<file path="src/rtl/mux_en_tx_if.sv">
// Handshake and CDC bus bundle for the mux-enable transmitter.
// The slave modport is the transmitter; the master modport is its environment.
interface mux_en_tx_if #(
  parameter int unsigned width = 8
);
  logic [width-1:0] data_in;
  logic             valid_in;
  logic             ready_out;
  logic [width-1:0] tx_data;
  logic             tx_req;
  logic             ack_in;
  logic             done;
  logic             err_timeout;
  logic             err_spurious;
  logic             clr_err;

  modport slave (
    input  data_in, valid_in, ack_in, clr_err,
    output ready_out, tx_data, tx_req, done, err_timeout, err_spurious
  );

  modport master (
    output data_in, valid_in, ack_in, clr_err,
    input  ready_out, tx_data, tx_req, done, err_timeout, err_spurious
  );
endinterface

</file>
<file path="src/rtl/mux_en_tx.sv">
// Source-side transmitter for the mux-enable CDC scheme: holds a word on tx_data,
// toggles tx_req once per transfer and waits for the matching synchronized ack toggle.
module mux_en_tx #(
  parameter int unsigned width       = 8,
  parameter int unsigned SYNC_STAGES = 2,
  parameter int unsigned TIMEOUT     = 0
) (
  input logic        clk,
  input logic        rst_n,
  mux_en_tx_if.slave bus
);

  localparam int unsigned TimerW = (TIMEOUT > 1) ? $clog2(TIMEOUT) : 1;
  localparam logic [TimerW-1:0] TimerLast = TimerW'((TIMEOUT == 0) ? 0 : TIMEOUT - 1);

  typedef enum logic [1:0] {StIdle, StLaunch, StWaitAck} state_e;

  state_e                 state_q;
  logic [width-1:0]       tx_data_q;
  logic                   tx_req_q;
  logic                   done_q;
  logic                   err_timeout_q;
  logic                   err_spurious_q;
  logic [SYNC_STAGES-1:0] sync_q;
  logic                   ack_prev_q;
  logic [TimerW-1:0]      timer_q;

  logic ack_s;
  logic ack_edge;
  logic ack_ok;
  logic spurious;

  assign ack_s    = sync_q[SYNC_STAGES-1];
  assign ack_edge = ack_s ^ ack_prev_q;
  assign ack_ok   = ack_edge && (ack_s == tx_req_q);
  // Any ack toggle outside WAIT_ACK, or one that does not match the request level.
  assign spurious = ack_edge && ((state_q != StWaitAck) || (ack_s != tx_req_q));

  always_ff @(posedge clk or negedge rst_n) begin
    if (!rst_n) begin
      state_q        <= StIdle;
      tx_data_q      <= '0;
      tx_req_q       <= 1'b0;
      done_q         <= 1'b0;
      err_timeout_q  <= 1'b0;
      err_spurious_q <= 1'b0;
      sync_q         <= '0;
      ack_prev_q     <= 1'b0;
      timer_q        <= '0;
    end else begin
      sync_q     <= {sync_q[SYNC_STAGES-2:0], bus.ack_in};
      ack_prev_q <= ack_s;
      done_q     <= 1'b0;

      if (bus.clr_err) begin
        err_timeout_q  <= 1'b0;
        err_spurious_q <= 1'b0;
      end
      if (spurious) begin
        err_spurious_q <= 1'b1;
      end

      unique case (state_q)
        StIdle: begin
          if (bus.valid_in) begin
            tx_data_q <= bus.data_in;
            state_q   <= StLaunch;
          end
        end
        StLaunch: begin
          tx_req_q <= ~tx_req_q;
          timer_q  <= '0;
          state_q  <= StWaitAck;
        end
        StWaitAck: begin
          if (ack_ok) begin
            state_q <= StIdle;
            done_q  <= 1'b1;
          end else begin
            if (timer_q != {TimerW{1'b1}}) begin
              timer_q <= timer_q + 1'b1;
            end
            if ((TIMEOUT != 0) && (timer_q == TimerLast)) begin
              err_timeout_q <= 1'b1;
            end
          end
        end
        default: state_q <= StIdle;
      endcase
    end
  end

  assign bus.ready_out    = (state_q == StIdle);
  assign bus.tx_data      = tx_data_q;
  assign bus.tx_req       = tx_req_q;
  assign bus.done         = done_q;
  assign bus.err_timeout  = err_timeout_q;
  assign bus.err_spurious = err_spurious_q;

endmodule

</file>
<file path="src/flat_wrapper.sv">
// flat-port wrapper written by rule: the top's interface ports become plain ports
module mux_en_tx_flat 
#(
  parameter int unsigned width       = 8,
  parameter int unsigned SYNC_STAGES = 2,
  parameter int unsigned TIMEOUT     = 0
)
  (clk, rst_n, bus_data_in, bus_valid_in, bus_ack_in, bus_clr_err, bus_ready_out, bus_tx_data, bus_tx_req, bus_done, bus_err_timeout, bus_err_spurious);
  mux_en_tx_if #(.width(width)) bus_i ();
  input logic clk;
  input logic rst_n;
  input wire logic [$bits(bus_i.data_in)-1:0] bus_data_in;
  input wire logic [$bits(bus_i.valid_in)-1:0] bus_valid_in;
  input wire logic [$bits(bus_i.ack_in)-1:0] bus_ack_in;
  input wire logic [$bits(bus_i.clr_err)-1:0] bus_clr_err;
  output wire logic [$bits(bus_i.ready_out)-1:0] bus_ready_out;
  output wire logic [$bits(bus_i.tx_data)-1:0] bus_tx_data;
  output wire logic [$bits(bus_i.tx_req)-1:0] bus_tx_req;
  output wire logic [$bits(bus_i.done)-1:0] bus_done;
  output wire logic [$bits(bus_i.err_timeout)-1:0] bus_err_timeout;
  output wire logic [$bits(bus_i.err_spurious)-1:0] bus_err_spurious;
  assign bus_i.data_in = bus_data_in;
  assign bus_i.valid_in = bus_valid_in;
  assign bus_i.ack_in = bus_ack_in;
  assign bus_i.clr_err = bus_clr_err;
  assign bus_ready_out = bus_i.ready_out;
  assign bus_tx_data = bus_i.tx_data;
  assign bus_tx_req = bus_i.tx_req;
  assign bus_done = bus_i.done;
  assign bus_err_timeout = bus_i.err_timeout;
  assign bus_err_spurious = bus_i.err_spurious;
  mux_en_tx #(.width(width), .SYNC_STAGES(SYNC_STAGES), .TIMEOUT(TIMEOUT)) u_core (.clk(clk), .rst_n(rst_n), .bus(bus_i));
endmodule
</file>
<file path="config.mk">
export PLATFORM = sky130hd
export DESIGN_NAME = mux_en_tx_flat
export DESIGN_NICKNAME = d
export VERILOG_FILES = /design/src/rtl/mux_en_tx_if.sv /design/src/rtl/mux_en_tx.sv /design/src/flat_wrapper.sv
export SDC_FILE = /design/constraint.sdc
export NUM_CORES = 1
export LEC_CHECK = 0
export ABC_AREA = 1
export CAP_MARGIN = 25
export CORE_MARGIN = 2
export CORE_UTILIZATION = 36
export DETAILED_ROUTE_END_ITERATION = 8
export GPL_ROUTABILITY_DRIVEN = 0
export HOLD_SLACK_MARGIN = 0.15
export PLACE_DENSITY = 0.72
export SYNTH_ARGS = -nofsm -noshare
export SYNTH_HDL_FRONTEND = slang
export SYNTH_SLANG_ARGS = --single-unit
</file>
<file path="constraint.sdc">
create_clock -name clk -period 0.8 [get_ports clk]
set_input_delay 0.16 -clock clk [delete_from_list [all_inputs] [get_ports clk]]
set_output_delay 0.16 -clock clk [all_outputs]
set_load 0.01 [all_outputs]
</file>
==> run metrics, run 1 <==
Post-Synthesis Cell Area 612 µm²; Yosys cell types 11; Final Hold Fails 0; P per Cell Area 3360 nW/µm²; Final Cycle Share 136%; status complete, but fails checks; vias in the first global route 492; Area Growth Syn to Fin 56.0%; worst-case reg-to-reg path depth 6; Final Max Tran Viols 0; critical path class register to output port; Routed wire per std cell 10.8 µm; Yosys reg bits 16; initial antenna violation count 0; Clk pin slew, worst setup/hold paths 0.10 ns; DR DRC count 0; DR pass1 iterations 4; syn nets 80; Crit Reg-Reg Endpoint u_core.bus.tx_data[6]; Slowest cell on crit path dfrtp_1; VDD IR max 1.73 mV; Root Buffer clkbuf_4; pre-CTS setup slack -0.394 ns; Yosys warnings 0; layout cells sized above 1 35.3%; crit-path max FO 2; Setup WS post-layout -0.289 ns; Crit. Startpoint u_core.state_q[0]; CP Launch Type register; total CTS buffers 3; Arr. time, crit path 0.93 ns; Initial Utilization 39.7%; crit path time final 1.09 ns; gr ovfl total 0; CP endpoint kind output port; CP delay by family, top flip-flops; mean post-synth cell area 9.13 µm²; hold buffers post-CTS 0; CORE AREA 1540 µm²; # setup viols final 25; TritonCTS clock tree yes; CTS sink cnt 16; die area 2050 µm²; Antenna diodes 0; pin count of the biggest net entering global routing 11; RSZ-0062 raised after global routing true; total number of vias 536; Worst-Skew Late Latency 0.28 ns; WL final 1.28 mm; Worst Skew 0.00477 ns; # rows 14; CTS Buffer Depth 2; r2r startpoint u_core.state_q[0]; reg-to-reg slack, setup -0.22 ns; htree depth 1; Post-Syn Instances 67; Pleak 0.514 nW; Post-DP HPWL 896 µm; DIE WIDTH 45.2 µm; Final #Nets 116; Critical Path Max Stage Delay 0.42 ns; maximum clock frequency 918 MHz; CP required 0.64 ns; 1st-iter DRT viols 6; Die Ht 45.2 µm; Worst Path Buf+Inv 1; total track usage 14.0%; Min-Delay Path Class input port to asynchronous set/reset pin; io pins 26; max cap viols 0; WHS 0.167 ns; first-pass GRT wire length 1.98 mm; number of port buffers 24; post-DR vias/cell 4.54; final core occ 61.9%; critical-path cell list nor2_4, buf_6; sequential-to-total area share from yosys stat 65.4%; failing checks negative setup slack; Final ANT Viol Nets 0
-- repair_timing --
item                                    in CTS  in global routing
endpoints found under the setup margin      25                 25
pin swaps                                    8                  6
buffers inserted                             2                  1
gates cloned                                 1                  0
resized for setup                           56                  7
-- report_power, final --
part	internal (mW)	total, mW	switching, mW
Sequential	1.09	1.26	0.166
Combinational	0.674	1.42	0.742
Clock	0.277	0.533	0.256
Total	2.04	3.21	1.16
-- layout make-up --
class	instances	area (µm²)
Clock buffer	4	36.3
Inverter	6	30.0
Multi-Input combinational cell	44	219
Timing Repair inverter	1	6.26
Sequential cell	16	400
Timing Repair Buffer	31	243
Fill cell	146	587
Tap cell	16	20.0
-- logic make-up after synthesis --
| group | after synthesis | share of synthesized area [%] |
|---|---|---|
| xor+xnor | 1 | 1.43 |
| flops | 16 | 65.4 |
| buf+inv | 7 | 4.91 |
| simple gates | 41 | 26.8 |
| other cells | 1 | 0.613 |
| compound gates | 1 | 0.817 |
-- placed cells by master (no fill, tap or decap), types with 2 or more instances in the layout --
| cell type | n |
|---|---|
| inv_1 | 3 |
| inv_4 | 2 |
| nor2_4 | 2 |
| nand2_1 | 33 |
| buf_4 | 6 |
| clkbuf_4 | 3 |
| buf_2 | 11 |
| dfrtp_1 | 16 |
| clkdlybuf4s50_1 | 12 |
| nand2_2 | 5 |
| buf_6 | 2 |
-- metrics by stage --
| step | area [µm²] | total power [mW] | setup TNS [ns] | instances |
|---|---|---|---|---|
| 2_1_floorplan | 619 | 1.86 | -0.922 | 67 |
| 3_3_place_gp | 910 | 2.64 | -5.39 | 111 |
| 3_5_place_dp | 910 | 2.68 | -5.60 | 111 |
| 4_1_cts | 931 | 3.15 | -4.48 | 117 |
| 5_1_grt | 955 | 3.42 | -5.35 | 118 |
| 6_report | 955 | 3.21 | -4.35 | 118 |
-- synth_stat cells --
cell type / count / area [µm²]
conb_1: 1 / 3.75
inv_2: 1 / 3.75
nor2_1: 1 / 3.75
dfrtp_1: 16 / 400
nand2_1: 38 / 143
buf_4: 1 / 7.51
inv_1: 5 / 18.8
a21oi_1: 1 / 5.00
nor2_2: 1 / 6.26
xor2_1: 1 / 8.76
nand2_4: 1 / 11.3
-- flip-flops by register name (all words and copies together) (netlist names) --
| register | count |
|---|---|
| u_core.bus.tx_data | 8 |
| u_core.state_q | 2 |
| u_core.sync_q | 2 |
| u_core.ack_prev_q | 1 |
| u_core.bus.done | 1 |
| u_core.bus.err_spurious | 1 |
| u_core.bus.tx_req | 1 |
-- layer usage --
layer	global-route usage, %	wire length (µm)	part of all wire (%)	up-vias
li1	-	-	-	269
met4	8.82	10	0.78	0
met2	22.6	660	52	17
met1	17.3	523	41	248
met3	2.40	81	6.3	2
met5	0	0	0	-
-- how the worst max path moves through the flow --
stage	slack, ns	end	cells after the start
2_1_floorplan	-0.10	u_core.bus.tx_data[0]	5
3_3_place_gp	-0.38	bus_ready_out	2
3_5_place_dp	-0.39	bus_ready_out	2
4_1_cts	-0.29	bus_ready_out	2
5_1_grt	-0.32	bus_ready_out	2
6_report	-0.29	bus_ready_out	2
-- worst reg2reg max path, cell delays in order (launching register included) --
cell and delay, ns:
dfrtp_1 0.42, nor2_4 0.12, buf_4 0.14, nand2_8 0.09
inv_6 0.09, nand2_1 0.05, nand2_1 0.06
No activity file was read; power rests on OpenSTA's default activity.
==> run 2: changes to the inputs <==
--- a/config.mk
+++ b/config.mk
@@ -5,14 +5,14 @@
 export SDC_FILE = /design/constraint.sdc
 export NUM_CORES = 1
 export LEC_CHECK = 0
-export ABC_AREA = 1
+export ABC_AREA = 0
 export CAP_MARGIN = 25
 export CORE_MARGIN = 2
-export CORE_UTILIZATION = 36
+export CORE_UTILIZATION = 41
 export DETAILED_ROUTE_END_ITERATION = 8
 export GPL_ROUTABILITY_DRIVEN = 0
 export HOLD_SLACK_MARGIN = 0.15
-export PLACE_DENSITY = 0.72
+export PLACE_DENSITY = 0.76
 export SYNTH_ARGS = -nofsm -noshare
 export SYNTH_HDL_FRONTEND = slang
 export SYNTH_SLANG_ARGS = --single-unit
==> constraint.sdc (replaced) <==
create_clock -name clk -period 1.04 [get_ports clk]
set_input_delay 0.208 -clock clk [delete_from_list [all_inputs] [get_ports clk]]
set_output_delay 0.208 -clock clk [all_outputs]
set_load 0.01 [all_outputs]
==> run metrics, run 2 <==
r2r startpoint u_core.bus.tx_req; io pins 26; CTS sink cnt 16; status complete, but fails checks; total CTS buffers 3; RSZ-0062 raised after global routing true; sequential-to-total area share from yosys stat 60.7%; Worst-Skew Late Latency 0.28 ns; WHS 0.250 ns; Fillers 113; PnR Total Power 2.89 mW; CORE AREA 1510 µm²; failing checks negative setup slack; Final Max Tran Viols 0; max reg flops 8; layout cells sized above 1 56.8%; Final Hold Fails 0; Post-synth top flop dfrtp_1; WL final 1.23 mm; CTS Buffer Depth 2; Area Growth Syn to Fin 63.0%; DR pass1 iterations 2; Antenna diodes 0; Pleak 0.524 nW; 1st-iter DRT viols 1; CP Launch Type register; Reg area 402 µm²; Synth area leaders dfrtp_1 (61%), mux2_4 (18%), nand2b_1 (2.8%); # rows 14; TritonCTS clock tree yes; critical path class register to register; placed cell area 990 µm²; CP endpoint kind register; Die Ht 44.1 µm; Arr. time, crit path 1.39 ns; final core occ 71.3%; post-synth top area share 60.7%; total track usage 14.4%; syn nets 55; met2 wire length 578 µm; Routed wire per std cell 11.8 µm; number of flops mapped to enable cells by yosys 0; cell accounting for the most synthesized area dfrtp_1; vias in the first global route 471; first-pass GRT wire length 2.04 mm; Final #Nets 102; met3 wire length 83 µm; DIE WIDTH 44.1 µm; total number of vias 472; met1 wire length 566 µm; Crit. Startpoint u_core.bus.tx_req; number of port buffers 24; crit-path max FO 4; # setup viols final 13; Yosys cell types 18; commonest cells in the netlist dfrtp_1 (16), mux2_4 (8), nand2b_1 (3); post-DR vias/cell 4.54; die area 1940 µm²; setup TNS -1.84 ns; multi-input logic area 253 µm²; pin count of the biggest net entering global routing 17; Setup WS post-layout -0.181 ns; Synth async-reset ratio 100%; commonest non-fill, non-tap cells in the layout buf_4 (15), dfrtp_1 (15), clkdlybuf4s50_1 (12); VDD IR max 1.23 mV; top-count cell post-synth dfrtp_1; hold buffers post-CTS 0; Final Cycle Share 117%; P per Cell Area 2690 nW/µm²; Final ANT Viol Nets 0; Post-Syn Instances 42; CP required 1.21 ns; mean post-synth cell area 15.7 µm²; Post-Synthesis Cell Area 659 µm²; Worst Skew 0.00667 ns; htree depth 1; fin area 1070 µm²; crit path time final 1.22 ns; Root Buffer clkbuf_4; gr ovfl total 0; max cap viols 0; initial antenna violation count 0; Yosys reg bits 16; Yosys warnings 0; maximum clock frequency 819 MHz; Post-DP HPWL 853 µm; highest routed metal layer met3; Initial Utilization 43.8%; DR DRC count 0; Clk pin slew, worst setup/hold paths 0.10 ns; Min-Delay Path Class input port to asynchronous set/reset pin
==> run 2: path summary, 6_finish.rpt <==
check | to | slack (ns) | cells past startpoint
worst max-delay path | u_core.state_q[1] | -0.18 | 3
worst min-delay path | u_core.bus.tx_req | 0.25 | 2
worst max register to register | u_core.state_q[1] | -0.18 | 3
worst min register to register | u_core.sync_q[1] | 0.36 | 0
max in group asynchronous | u_core.bus.tx_req | 0.66 | 2
min in group clk | u_core.sync_q[0] | 0.36 | 1
==> run 2: kinds of logic after synthesis <==
group | share of synthesized area (%)
AOI/OAI and AO/OA | 3.80
xor gates and xnor gates | 1.33
buffers and inverters | 2.85
DFF | 60.7
muxes | 18.2
other | 0.569
and+or+nand+nor | 12.5
==> run 2: area by class of cell <==
class / instances / area share [%]
Timing Repair Buffer: 44 / 33.9
Multi-Input combinational cell: 24 / 23.5
Clock buffer: 4 / 3.38
Sequential cell: 16 / 37.4
Tap cell: 16 / 1.86
==> run 2: metrics by stage <==
stage	std cells	setup WS (ns)
after floorplan	42	-0.137
after global placement	90	-0.415
after detailed placement	90	-0.416
after CTS	99	-0.178
after global routing	104	-0.209
final	104	-0.181
==> run 2: worst max-delay path: stages (launching register included) <==
cell and delay [ns]:
dfrtp_2 0.44, buf_6 0.13, or3b_4 0.37, a31o_1 0.18
==> run 2: report_power, final <==
| group | leakage (nW) | internal, mW | switching, mW |
|---|---|---|---|
| combinational | 0.314 | 0.991 | 0.507 |
| clock | 0.0210 | 0.213 | 0.189 |
| sequential | 0.190 | 0.857 | 0.131 |
| total | 0.524 | 2.06 | 0.828 |
==> run 2: what timing repair did <==
| action | CTS | global route |
|---|---|---|
| setup endpoints to repair | 23 | 23 |
| setup buffers | 5 | 5 |
| pin swaps | 2 | 2 |
| gates resized for setup | 51 | 5 |
==> run 2: routing by layer <==
metal  global-route usage (%)  vias to the layer above
li1                         -                      233
met1                     19.8                      223
met2                     22.6                       16
met3                     2.45                        0
met4                     5.45                        0
met5                        0                        -
